`config.mk`:
```
export PLATFORM = sky130hd
export DESIGN_NAME = imem_loader
export DESIGN_NICKNAME = d
export VERILOG_FILES = /design/src/rtl/imem_loader.sv
export SDC_FILE = /design/constraint.sdc
export NUM_CORES = 1
export LEC_CHECK = 0
export CORE_MARGIN = 3
export CORE_UTILIZATION = 35
export DETAILED_ROUTE_END_ITERATION = 10
export PLACE_DENSITY = 0.55
export SLEW_MARGIN = 20
export SYNTH_ARGS = -nofsm -noshare
export SYNTH_HDL_FRONTEND = slang
export SYNTH_SLANG_ARGS = --single-unit
```
`constraint.sdc`:
```
create_clock -name clock -period 2.3 [get_ports clock]
set_input_delay 0.575 -clock clock [delete_from_list [all_inputs] [get_ports clock]]
set_output_delay 0.575 -clock clock [all_outputs]
set_load 0.01 [all_outputs]
```
`src/rtl/imem_loader.sv`:
```
// imem_loader: assembles a byte stream into 32-bit instruction writes and sequences core reset.
// Define IMEM_LOADER_CHECKSUM_EN to check a trailing XOR checksum byte before releasing the core.
module imem_loader #(
  parameter int         CLEAR_CYCLES = 2,
  parameter logic [9:0] START_PC     = 10'd1
) (
  input  logic        clock,
  input  logic        reset,
  input  logic        start_load,
  input  logic [9:0]  load_words,
  input  logic        byte_valid,
  input  logic [7:0]  byte_data,
  output logic        byte_ready,
  output logic        reset_IF_memory,
  output logic        core_reset,
  output logic        imem_we,
  output logic [9:0]  PC_write,
  output logic [31:0] instruction_in,
  output logic        busy,
  output logic        error
);

  localparam int CW = (CLEAR_CYCLES > 1) ? $clog2(CLEAR_CYCLES) : 1;
  localparam logic [CW-1:0] CLR_LAST = CW'(CLEAR_CYCLES - 1);

  typedef enum logic [2:0] {
    S_IDLE,
    S_CLEAR,
    S_LOAD,
    S_CHECK,
    S_RUN,
    S_ERROR
  } state_t;

`ifdef IMEM_LOADER_CHECKSUM_EN
  localparam state_t LOAD_EXIT = S_CHECK;
`else
  localparam state_t LOAD_EXIT = S_RUN;
`endif

  state_t        state_q, state_d;
  logic [CW-1:0] clr_cnt_q, clr_cnt_d;
  logic [9:0]    words_q, words_d;
  logic [9:0]    addr_q, addr_d;
  logic [1:0]    bcnt_q, bcnt_d;
  logic [23:0]   word_q, word_d;
  logic          byte_ready_q, byte_ready_d;
  logic          rim_q, rim_d;
  logic          core_reset_q, core_reset_d;
  logic          imem_we_q, imem_we_d;
  logic [9:0]    pc_write_q, pc_write_d;
  logic [31:0]   instr_q, instr_d;
  logic          busy_q, busy_d;
  logic          accept;
`ifdef IMEM_LOADER_CHECKSUM_EN
  logic [7:0]    ck_q, ck_d;
  logic          error_q, error_d;
`endif

  assign accept = byte_valid && byte_ready_q;

  always_comb begin
    state_d    = state_q;
    clr_cnt_d  = clr_cnt_q;
    words_d    = words_q;
    addr_d     = addr_q;
    bcnt_d     = bcnt_q;
    word_d     = word_q;
    imem_we_d  = 1'b0;
    pc_write_d = pc_write_q;
    instr_d    = instr_q;
`ifdef IMEM_LOADER_CHECKSUM_EN
    ck_d       = ck_q;
`endif
    unique case (state_q)
      S_IDLE, S_RUN, S_ERROR: begin
        if (start_load) begin
          state_d   = S_CLEAR;
          clr_cnt_d = '0;
          words_d   = load_words;
          addr_d    = START_PC;
          bcnt_d    = '0;
`ifdef IMEM_LOADER_CHECKSUM_EN
          ck_d      = '0;
`endif
        end
      end
      S_CLEAR: begin
        if (clr_cnt_q == CLR_LAST) begin
          state_d = (words_q == '0) ? LOAD_EXIT : S_LOAD;
        end else begin
          clr_cnt_d = clr_cnt_q + 1'b1;
        end
      end
      S_LOAD: begin
        // words_q hits zero on the final byte; exit after its write strobe
        if (words_q == '0) begin
          state_d = LOAD_EXIT;
        end else if (accept) begin
          bcnt_d = bcnt_q + 2'd1;
          word_d = {byte_data, word_q[23:8]};
`ifdef IMEM_LOADER_CHECKSUM_EN
          ck_d   = ck_q ^ byte_data;
`endif
          if (bcnt_q == 2'd3) begin
            imem_we_d  = 1'b1;
            pc_write_d = addr_q;
            instr_d    = {byte_data, word_q};
            addr_d     = addr_q + 10'd1;
            words_d    = words_q - 10'd1;
`ifdef IMEM_LOADER_CHECKSUM_EN
            if (words_q == 10'd1) state_d = S_CHECK;
`endif
          end
        end
      end
      S_CHECK: begin
`ifdef IMEM_LOADER_CHECKSUM_EN
        if (accept) state_d = (byte_data == ck_q) ? S_RUN : S_ERROR;
`else
        state_d = S_IDLE;
`endif
      end
      default: state_d = S_IDLE;
    endcase

    byte_ready_d = ((state_d == S_LOAD) && (words_d != '0)) ||
                   (state_d == S_CHECK);
    rim_d        = (state_d == S_CLEAR);
    core_reset_d = (state_d != S_RUN);
    busy_d       = (state_d == S_CLEAR) || (state_d == S_LOAD) ||
                   (state_d == S_CHECK);
`ifdef IMEM_LOADER_CHECKSUM_EN
    error_d      = (state_d == S_ERROR);
`endif
  end

  always_ff @(posedge clock) begin
    if (reset) begin
      state_q      <= S_IDLE;
      clr_cnt_q    <= '0;
      words_q      <= '0;
      addr_q       <= START_PC;
      bcnt_q       <= '0;
      word_q       <= '0;
      byte_ready_q <= 1'b0;
      rim_q        <= 1'b1;
      core_reset_q <= 1'b1;
      imem_we_q    <= 1'b0;
      pc_write_q   <= START_PC;
      instr_q      <= '0;
      busy_q       <= 1'b0;
`ifdef IMEM_LOADER_CHECKSUM_EN
      ck_q         <= '0;
      error_q      <= 1'b0;
`endif
    end else begin
      state_q      <= state_d;
      clr_cnt_q    <= clr_cnt_d;
      words_q      <= words_d;
      addr_q       <= addr_d;
      bcnt_q       <= bcnt_d;
      word_q       <= word_d;
      byte_ready_q <= byte_ready_d;
      rim_q        <= rim_d;
      core_reset_q <= core_reset_d;
      imem_we_q    <= imem_we_d;
      pc_write_q   <= pc_write_d;
      instr_q      <= instr_d;
      busy_q       <= busy_d;
`ifdef IMEM_LOADER_CHECKSUM_EN
      ck_q         <= ck_d;
      error_q      <= error_d;
`endif
    end
  end

  assign byte_ready      = byte_ready_q;
  assign reset_IF_memory = rim_q;
  assign core_reset      = core_reset_q;
  assign imem_we         = imem_we_q;
  assign PC_write        = pc_write_q;
  assign instruction_in  = instr_q;
  assign busy            = busy_q;
`ifdef IMEM_LOADER_CHECKSUM_EN
  assign error           = error_q;
`else
  assign error           = 1'b0;
`endif

endmodule

```
# Yosys cells after proc, flatten, opt, wreduce, memory -nomap -nowiden
# Cells that the tools add are included.
[classes]
addsub = 4
n_eq_ne = 13
muxes = 23
bitwise_logic = 3
reduce_logical = 17
[op_table]
columns = ["cell", "count"]
rows = [
  ["2-to-1 mux 10 bit", 8],
  ["one-hot mux 10 bit (2 select lines)", 2],
  ["2-to-1 mux 3 bit", 4],
  ["adder 10 x 1 -> 10 bit (second input constant)", 1],
  ["logical NOT 10 bit", 1],
  ["nonzero test 10 bit", 1],
  ["subtractor 10 x 1 -> 10 bit (second input constant)", 1],
  ["equality test 3 x 2 -> 1 bit (second input constant)", 3],
  ["one-hot mux 3 bit (3 select lines)", 1],
  ["!= test 2 bit (second input constant)", 4],
  ["AND reduction 4 bit", 2],
  ["equality test 3 x 1 -> 1 bit (second input constant)", 2],
  ["equality test 3 bit (second input constant)", 2],
  ["2-to-1 mux 2 bit", 3],
  ["AND reduction 5 bit", 1],
  ["one-hot mux 2 bit (2 select lines)", 1],
  ["nonzero test 2 bit", 2],
  ["OR reduction 4 bit", 1],
  ["logical NOT 3 bit", 1],
  ["logical OR 1 bit", 3],
  ["2-to-1 mux 1 bit", 3],
  ["!= test 3 bit (second input constant)", 1],
  ["NOT 1 bit", 3],
  ["AND reduction 3 bit", 1],
  ["other kinds (7)", 8],
]
[totals]
register_bits = 97
inputBits = 22
out_inout_bits = 48
word_cells = 73

# Depth between registers and ports, before layout
# Gate-level depths: netlist (run 1).
[logic_depth]
word_depth = 8
mapped_depth = 9

# Least setup slack after synthesis (run 1)
# Ideal clock, no wire load.
[synth_timing]
path_kind = "input to register"
start = "in start_load"
end = "reg byte_ready_q (netlist: byte_ready)"
t_arrival_ps = 1996
required_time_ps = 2174
path_slack_ps = 178
cell_stages = 6
n_path_buf = 1
cell_sequence = "clkbuf_2 > o21ai_0 > a221o_1 > or4_1 > nor3b_1 > a31oi_1"
[synth_via]
elab_chain_cells = 5
[synth_lines]
columns = ["element", "line", "rtl"]
rows = [
  ["start, declared", "9", "input logic start_load,"],
  ["2-to-1 mux 10 bit / 2-to-1 mux 3 bit (equally long branches)", "77", "if (start_load) begin"],
  ["one-hot mux 10 bit (2 select lines) / one-hot mux 3 bit (3 select lines) (equally long branches)", "75", "unique case (state_q)"],
  ["nonzero test 10 bit / equality test 3 x 2 -> 1 bit (equally long branches)", "127", "byte_ready_d = ((state_d == S_LOAD) && (words_d != '0)) ||"],
  ["logical AND 1 bit", "127", ""],
  ["logical OR 1 bit (*)", "127", ""],
  ["end signal, assigned", "164", "byte_ready_q <= byte_ready_d;"],
  ["end, declared", "47", "logic byte_ready_q, byte_ready_d;"],
]
# Every way passes the cells marked *; elsewhere a longest branch is shown, timed or not.
# A chain may end at the register's enable or synchronous reset.

# Worst setup path after layout (run 1)
[layout_timing]
start = "reg words_q[0]"
end = "reg addr_q[3]"
[layout_via]
elab_chain_cells = 3
[layout_lines]
columns = ["element", "line", "rtl"]
rows = [
  ["start, declared", "43", "logic [9:0] words_q, words_d;"],
  ["start signal, assigned", "160", "words_q <= words_d;"],
  ["logical NOT 10 bit", "97", "if (words_q == '0) begin"],
  ["!= test 2 bit (no source line)", "--", ""],
  ["AND reduction 5 bit (no source line)", "--", ""],
  ["end signal, assigned", "161", "addr_q <= addr_d;"],
  ["end, declared", "44", "logic [9:0] addr_q, addr_d;"],
]
# No other way between the ends.

==> results of run 1 <==
power breakdown:
group | switching, mW | internal [mW] | leakage (nW)
clock | 0.627 | 0.957 | 0.153
combinational | 0.172 | 0.159 | 0.970
sequential | 0.0298 | 1.70 | 0.784
cells by family after synthesis:
| kind of cell | after synthesis | share of synthesized area (%) |
|---|---|---|
| fa+ha+maj | 3 | 0.9441 |
| simple gates | 240 | 26.65 |
| flops | 97 | 48.84 |
| compound gates | 117 | 17.28 |
| other cells | 1 | 0.09431 |
| buf+inv | 35 | 3.902 |
| mux | 3 | 0.7552 |
| xor+xnor | 7 | 1.542 |
sequential cells by signal, summed over array words and instances, names as in the netlist, 2 cells and up:
signal / count
addr_q: 10
words_q: 10
PC_write: 10
bcnt_q: 2
instruction_in: 32
state_q: 3
word_q: 24
routing by layer:
metal | up-vias | wire length, um | GRT usage (%)
met3 | 15 | 555 | 4.259
met5 | - | 0 | 0
met1 | 1694 | 5055 | 23.46
met4 | 0 | 161 | 5.048
met2 | 93 | 4753 | 26.38
li1 | 1882 | - | -
metrics by stage:
| stage | instance area, um2 | utilization, % | setup WS, ns | TNS [ns] | total power, mW |
|---|---|---|---|---|---|
| after floorplan | 3976 | - | 0.1779 | 0 | 1.929 |
| after global placement | 5024 | 45.74 | -0.3760 | -1.479 | 2.085 |
| after detailed placement | 5024 | 45.74 | -0.3929 | -2.204 | 2.084 |
| after CTS | 5363 | 48.83 | 0.01935 | 0 | 3.689 |
| after global routing | 5403 | 49.19 | -0.007099 | -0.007099 | 3.806 |
| final | 5403 | 49.19 | 0.1125 | 0 | 3.647 |
layout by cell type (no fill, tap or decap), types with 4 or more instances in the layout:
| cell type | count |
|---|---|
| buf_12 | 5 |
| nand2_1 | 150 |
| nand4_1 | 5 |
| clkdlybuf4s50_1 | 66 |
| clkbuf_16 | 9 |
| buf_4 | 33 |
| and3_1 | 6 |
| a21oi_1 | 77 |
| nor2_1 | 33 |
| xor2_1 | 5 |
| nand3_1 | 6 |
| nor3_1 | 12 |
| a221oi_1 | 4 |
| inv_1 | 5 |
| dfxtp_1 | 96 |
| nor2b_1 | 5 |
| o21ai_0 | 14 |
final timing paths:
kind                 startpoint  depth (start not counted)  slack (ns)            endpoint
min reg2reg  instruction_in[20]                          2        0.45  instruction_in[20]
max reg2reg          words_q[0]                          9        0.11           addr_q[3]
min          instruction_in[20]                          2        0.45  instruction_in[20]
max                  words_q[0]                          9        0.11           addr_q[3]
layout make-up:
class | count | area (um2) | area share [%]
sequential | 97 | 1943 | 35.97
multi-input combinational | 371 | 1921 | 35.55
timing repair buffer | 106 | 1026 | 18.99
clock buffer | 10 | 229.0 | 4.238
tap | 140 | 175.2 | 3.242
clock inverter | 6 | 90.09 | 1.667
inverter | 5 | 18.77 | 0.3474
timing repair:
item / in CTS / in global routing
setup endpoints to repair: 1 / 7
pin swaps: 1 / 3
gates resized for setup: 1 / 6
cloned: 0 / 0
setup buffers: 1 / 2
worst max-delay path, cell delays in order (launching register included):
cell	delay, ns
dfxtp_1	0.32
inv_1	0.07
ha_1	0.27
nor3b_1	0.49
a31oi_2	0.19
o21a_2	0.24
nand4_1	0.16
buf_4	0.15
xor2_1	0.14
nor2_1	0.05
==> results.cfg, run 1 <==
[placement]
dp_hpwl_um = 7446
placed_cells = 716
place_congestion = 0.8065
port_buffers = 68

[logic_synthesis]
ys_seq_area_share_pct = 48.84
synth_fp_nets = 528
synth_area_leaders = dfxtp_1 (49%), nand2_1 (14%), a21oi_1 (9.7%), nor2_1 (3.2%), o21ai_0 (1.8%)
synth_area_um2 = 3976
synthArstFlopShare_pct = 0
yosysTopAreaCellShare_pct = 48.84
ys.flop_type = dfxtp_1
ys_ff_latch = 97
synth_area_leader_cell = dfxtp_1
yosys.cell_types.count = 50
syn-instance-count = 503
synth_edf_count = 0
syn_avg_cell_area_um2 = 7.905
yosysMostFrequentCell = nand2_1
yosys_warnings = 0
netlist_top_cells_count = nand2_1 (150), dfxtp_1 (97), a21oi_1 (77)

[hold_path]
hold_path_class = reg2reg

[drt]
post_drt_wl_per_cell_um = 14.32
detail_route.first_pass.iterations = 4
num_vias = 3684
drt_iter0_markers = 249
drtAntennaViolNets = 0
drc = 0
avgViaCountPerCell = 5.012
totalWireLength_um = 10530

[timing]
slew_headroom_pct = 57.12
clock_skew_ns = 0.004680
hold_viol = 0
min_period_over_period_pct = 95.11
fin_crit_ns = 2.187
setup-violations-final = 0
drv_slew = 0
holdWs_ns = 0.4544
tightest_slew_ns = 0.6432
max_freq_mhz = 457.1

[floorplanning]
start_util_pct = 36.20
coreArea_um2 = 10980
io-pin-count = 70
die_w_um = 112.6
rows = 38
die-height_um = 112.6
dieArea_um2 = 12680

[cts]
cts_max_level = 3
ctsLongestPathBuffers = 2
clk_pin_slew_ns = 0.06
cts.sinks = 97
cts_tree = done
cts_hold_buf = 0
cts_inserted_buffers = 9
clockRootBuffer = clkbuf_16
clock_latency_ns = 0.34

[final_layout]
stdcell_count = 735
diodes = 0
drive_gt1_share_pct = 11.76
fill_cells = 1076
finalNetCount = 615
syn_to_final_growth_pct = 35.87

[run]
drv_cap = 0

[global_route]
grt_max_degree = 58
grt_first_pass_wirelength_um = 17680
track_usage_pct = 17.02
grt_overflow_total = 0
antenna_found_initial = 0
grt_pass1_vias = 3521

[power_and_ir_drop]
p_per_area_nw_per_um2 = 675.0
cellLeakagePower_nw = 1.908
ir_worst_vdd_mv = 0.5362

[critical_path]
path_class = reg2reg
required_ns = 2.53
end_kind = flop
critPathArrivalTime_ns = 2.42
start_kind = flop
critPathMaxFanout = 6

[run_status]
status = finished clean
No activity file was read; power rests on OpenSTA's default activity.
==> run 2: changes to the inputs <==
Clock period 2.3 ns to 2.6 ns, I/O delays scaled along.
==> run 2 against run 1 <==
Sequential power is 11% lower. Utilization is 1.9 points lower. Hold slack hardly changed. Clock skew is 0.0016 ns higher. First-iteration DRC count is 18% lower. Cell count is 2.4% lower. Register-to-register slack better by 0.08 ns. Final area is 3.9% lower. Critical endpoint is now byte_ready. Largest power group unchanged. Highest routed layer unchanged.
==> results.cfg, run 2 (synthesized netlist as in run 1, its figures left out) <==
[critical_path]
path_delay_family = simple AND/OR/NAND/NOR gates
r2r_cells = 6
critPathArrivalTime_ns = 2.64
crit_cells = 7
path_buf_inv = 1
start_kind = input pin
cp_slowest_stage_delay_ns = 0.52
crit_chain = clkdlybuf4s50_1 -> nand4b_1 -> a2111oi_4 -> nor2_1 -> or4_1 -> nor3b_2 -> a31oi_1
slowest_stage = or4_1
path_class = in2reg
end_kind = flop
required_ns = 2.81
critPathMaxFanout = 2

[global_route]
track_usage_pct = 16.99
grt_overflow_total = 0
grt_pass1_vias = 3586
met2_usage_pct = 25.63
met1_usage_pct = 23.41
grt.met3_usage_pct = 3.612
grt_first_pass_wirelength_um = 17590
antenna_found_initial = 0
grt_max_degree = 56
gr-max-usage-layer = met2

[final_layout]
multi_input_area_um2 = 1904
stdcell_count = 717
finalNetCount = 597
regArea_um2 = 1942
drive_gt1_share_pct = 8.146
final_cell_mix = nand2_1 (150), dfxtp_1 (97), a21oi_1 (77), clkdlybuf4s50_1 (67), nor2_1 (33)
syn_to_final_growth_pct = 30.52
final_common_cell = nand2_1
largest_reg_flops = 32
diodes = 0
fin_util_pct = 47.25
fill_cells = 1121

[timing]
tightest_slew_ns = 0.6322
hold_viol = 0
fin_crit_ns = 2.432
rsz0062_at_grt = no
holdWs_ns = 0.4544
min_period_over_period_pct = 93.55
slew_headroom_pct = 57.85
clock_skew_ns = 0.006266
timing.final.ws_setup_ns = 0.1677
setup-violations-final = 0
max_freq_mhz = 411.1
drv_slew = 0

[drt]
post_drt_wl_per_cell_um = 14.66
detail_route.first_pass.iterations = 4
drtAntennaViolNets = 0
drt_iter0_markers = 205
drc = 0
avgViaCountPerCell = 5.124
totalWireLength_um = 10510
num_vias = 3674

[power_and_ir_drop]
p_comb_share_pct = 8.4
clkPwrFrac_pct = 40.9
netSwitchingFraction_pct = 24.25
p_per_area_nw_per_um2 = 584.1
cellLeakagePower_nw = 1.788
internal_power_mw = 2.297
p_seq_share_pct = 50.7
switchingPower_mw = 0.7351
ir_worst_vdd_mv = 0.2479

[cts]
cts_tree = done
clk_pin_slew_ns = 0.07
cts_inserted_buffers = 9
clock_latency_ns = 0.34
post-cts-setup-buffers = 0
cts_max_level = 3
ctsLongestPathBuffers = 2
clockRootBuffer = clkbuf_16
cts.sinks = 97

[floorplanning]
io-pin-count = 70
rows = 38
die_w_um = 112.6
dieArea_um2 = 12680
coreArea_um2 = 10980
start_util_pct = 36.20
die-height_um = 112.6

[hold_path]
hold_path_class = reg2reg
whs_path_depth = 2

[placement]
placed_cells = 701
place_ws_ns = -0.2033
port_buffers = 68
dp_hpwl_um = 7312
place_congestion = 0.8451

[run_status]
status = finished clean

[run]
drv_cap = 0
==> run 2: layout make-up <==
class	count	area share (%)
Tap cell	140	3.375
Clock inverter	4	0.5304
Clock buffer	12	4.749
Timing Repair Buffer	88	16.88
Sequential cell	97	37.42
Multi-Input combinational cell	371	36.69
Inverter	5	0.3616
==> run 2: worst reg2reg max path, stage by stage, from the launching register on <==
cell	delay (ns)
dfxtp_1	0.38
nor4_4	0.54
nand4b_1	0.43
nand2_1	0.33
o221ai_1	0.16
nor3_1	0.32
a31oi_1	0.13
==> run 2: path summary, 6_finish.rpt <==
kind	from	to	slack (ns)
min reg2reg	instruction_in[10]	instruction_in[10]	0.45
max reg2reg	words_q[4]	byte_ready	0.19
min	instruction_in[10]	instruction_in[10]	0.45
max	byte_valid	byte_ready	0.17
==> run 2: metal layers <==
layer / share of wire, % / vias up
li1: - / 1850
met4: 1.6 / 0
met2: 45 / 83
met1: 49 / 1731
met5: 0 / -
met3: 4.4 / 10
==> run 2: power by group through the flow <==
stage	logic, mW	clock network [mW]	registers, mW
6_report	0.255	1.24	1.54
3_5_place_dp	0.251	0	1.57
3_3_place_gp	0.248	0	1.57
5_1_grt	0.281	1.34	1.54
2_1_floorplan	0.148	0	1.56
4_1_cts	0.252	1.28	1.53
==> run 2: per-stage QoR <==
step           instance area [um2]  setup TNS, ns  power (mW)
2_1_floorplan                 3976              0       1.706
3_3_place_gp                  4898        -0.1702       1.816
3_5_place_dp                  4898        -0.3603       1.820
4_1_cts                       5172              0       3.063
5_1_grt                       5190              0       3.159
6_report                      5190              0       3.032
==> run 2: repair_timing <==
| item | CTS | global route |
|---|---|---|
| gates resized for setup | 0 | 2 |
| endpoints found under the setup margin | 0 | 1 |
| hold buffers | 0 | 0 |
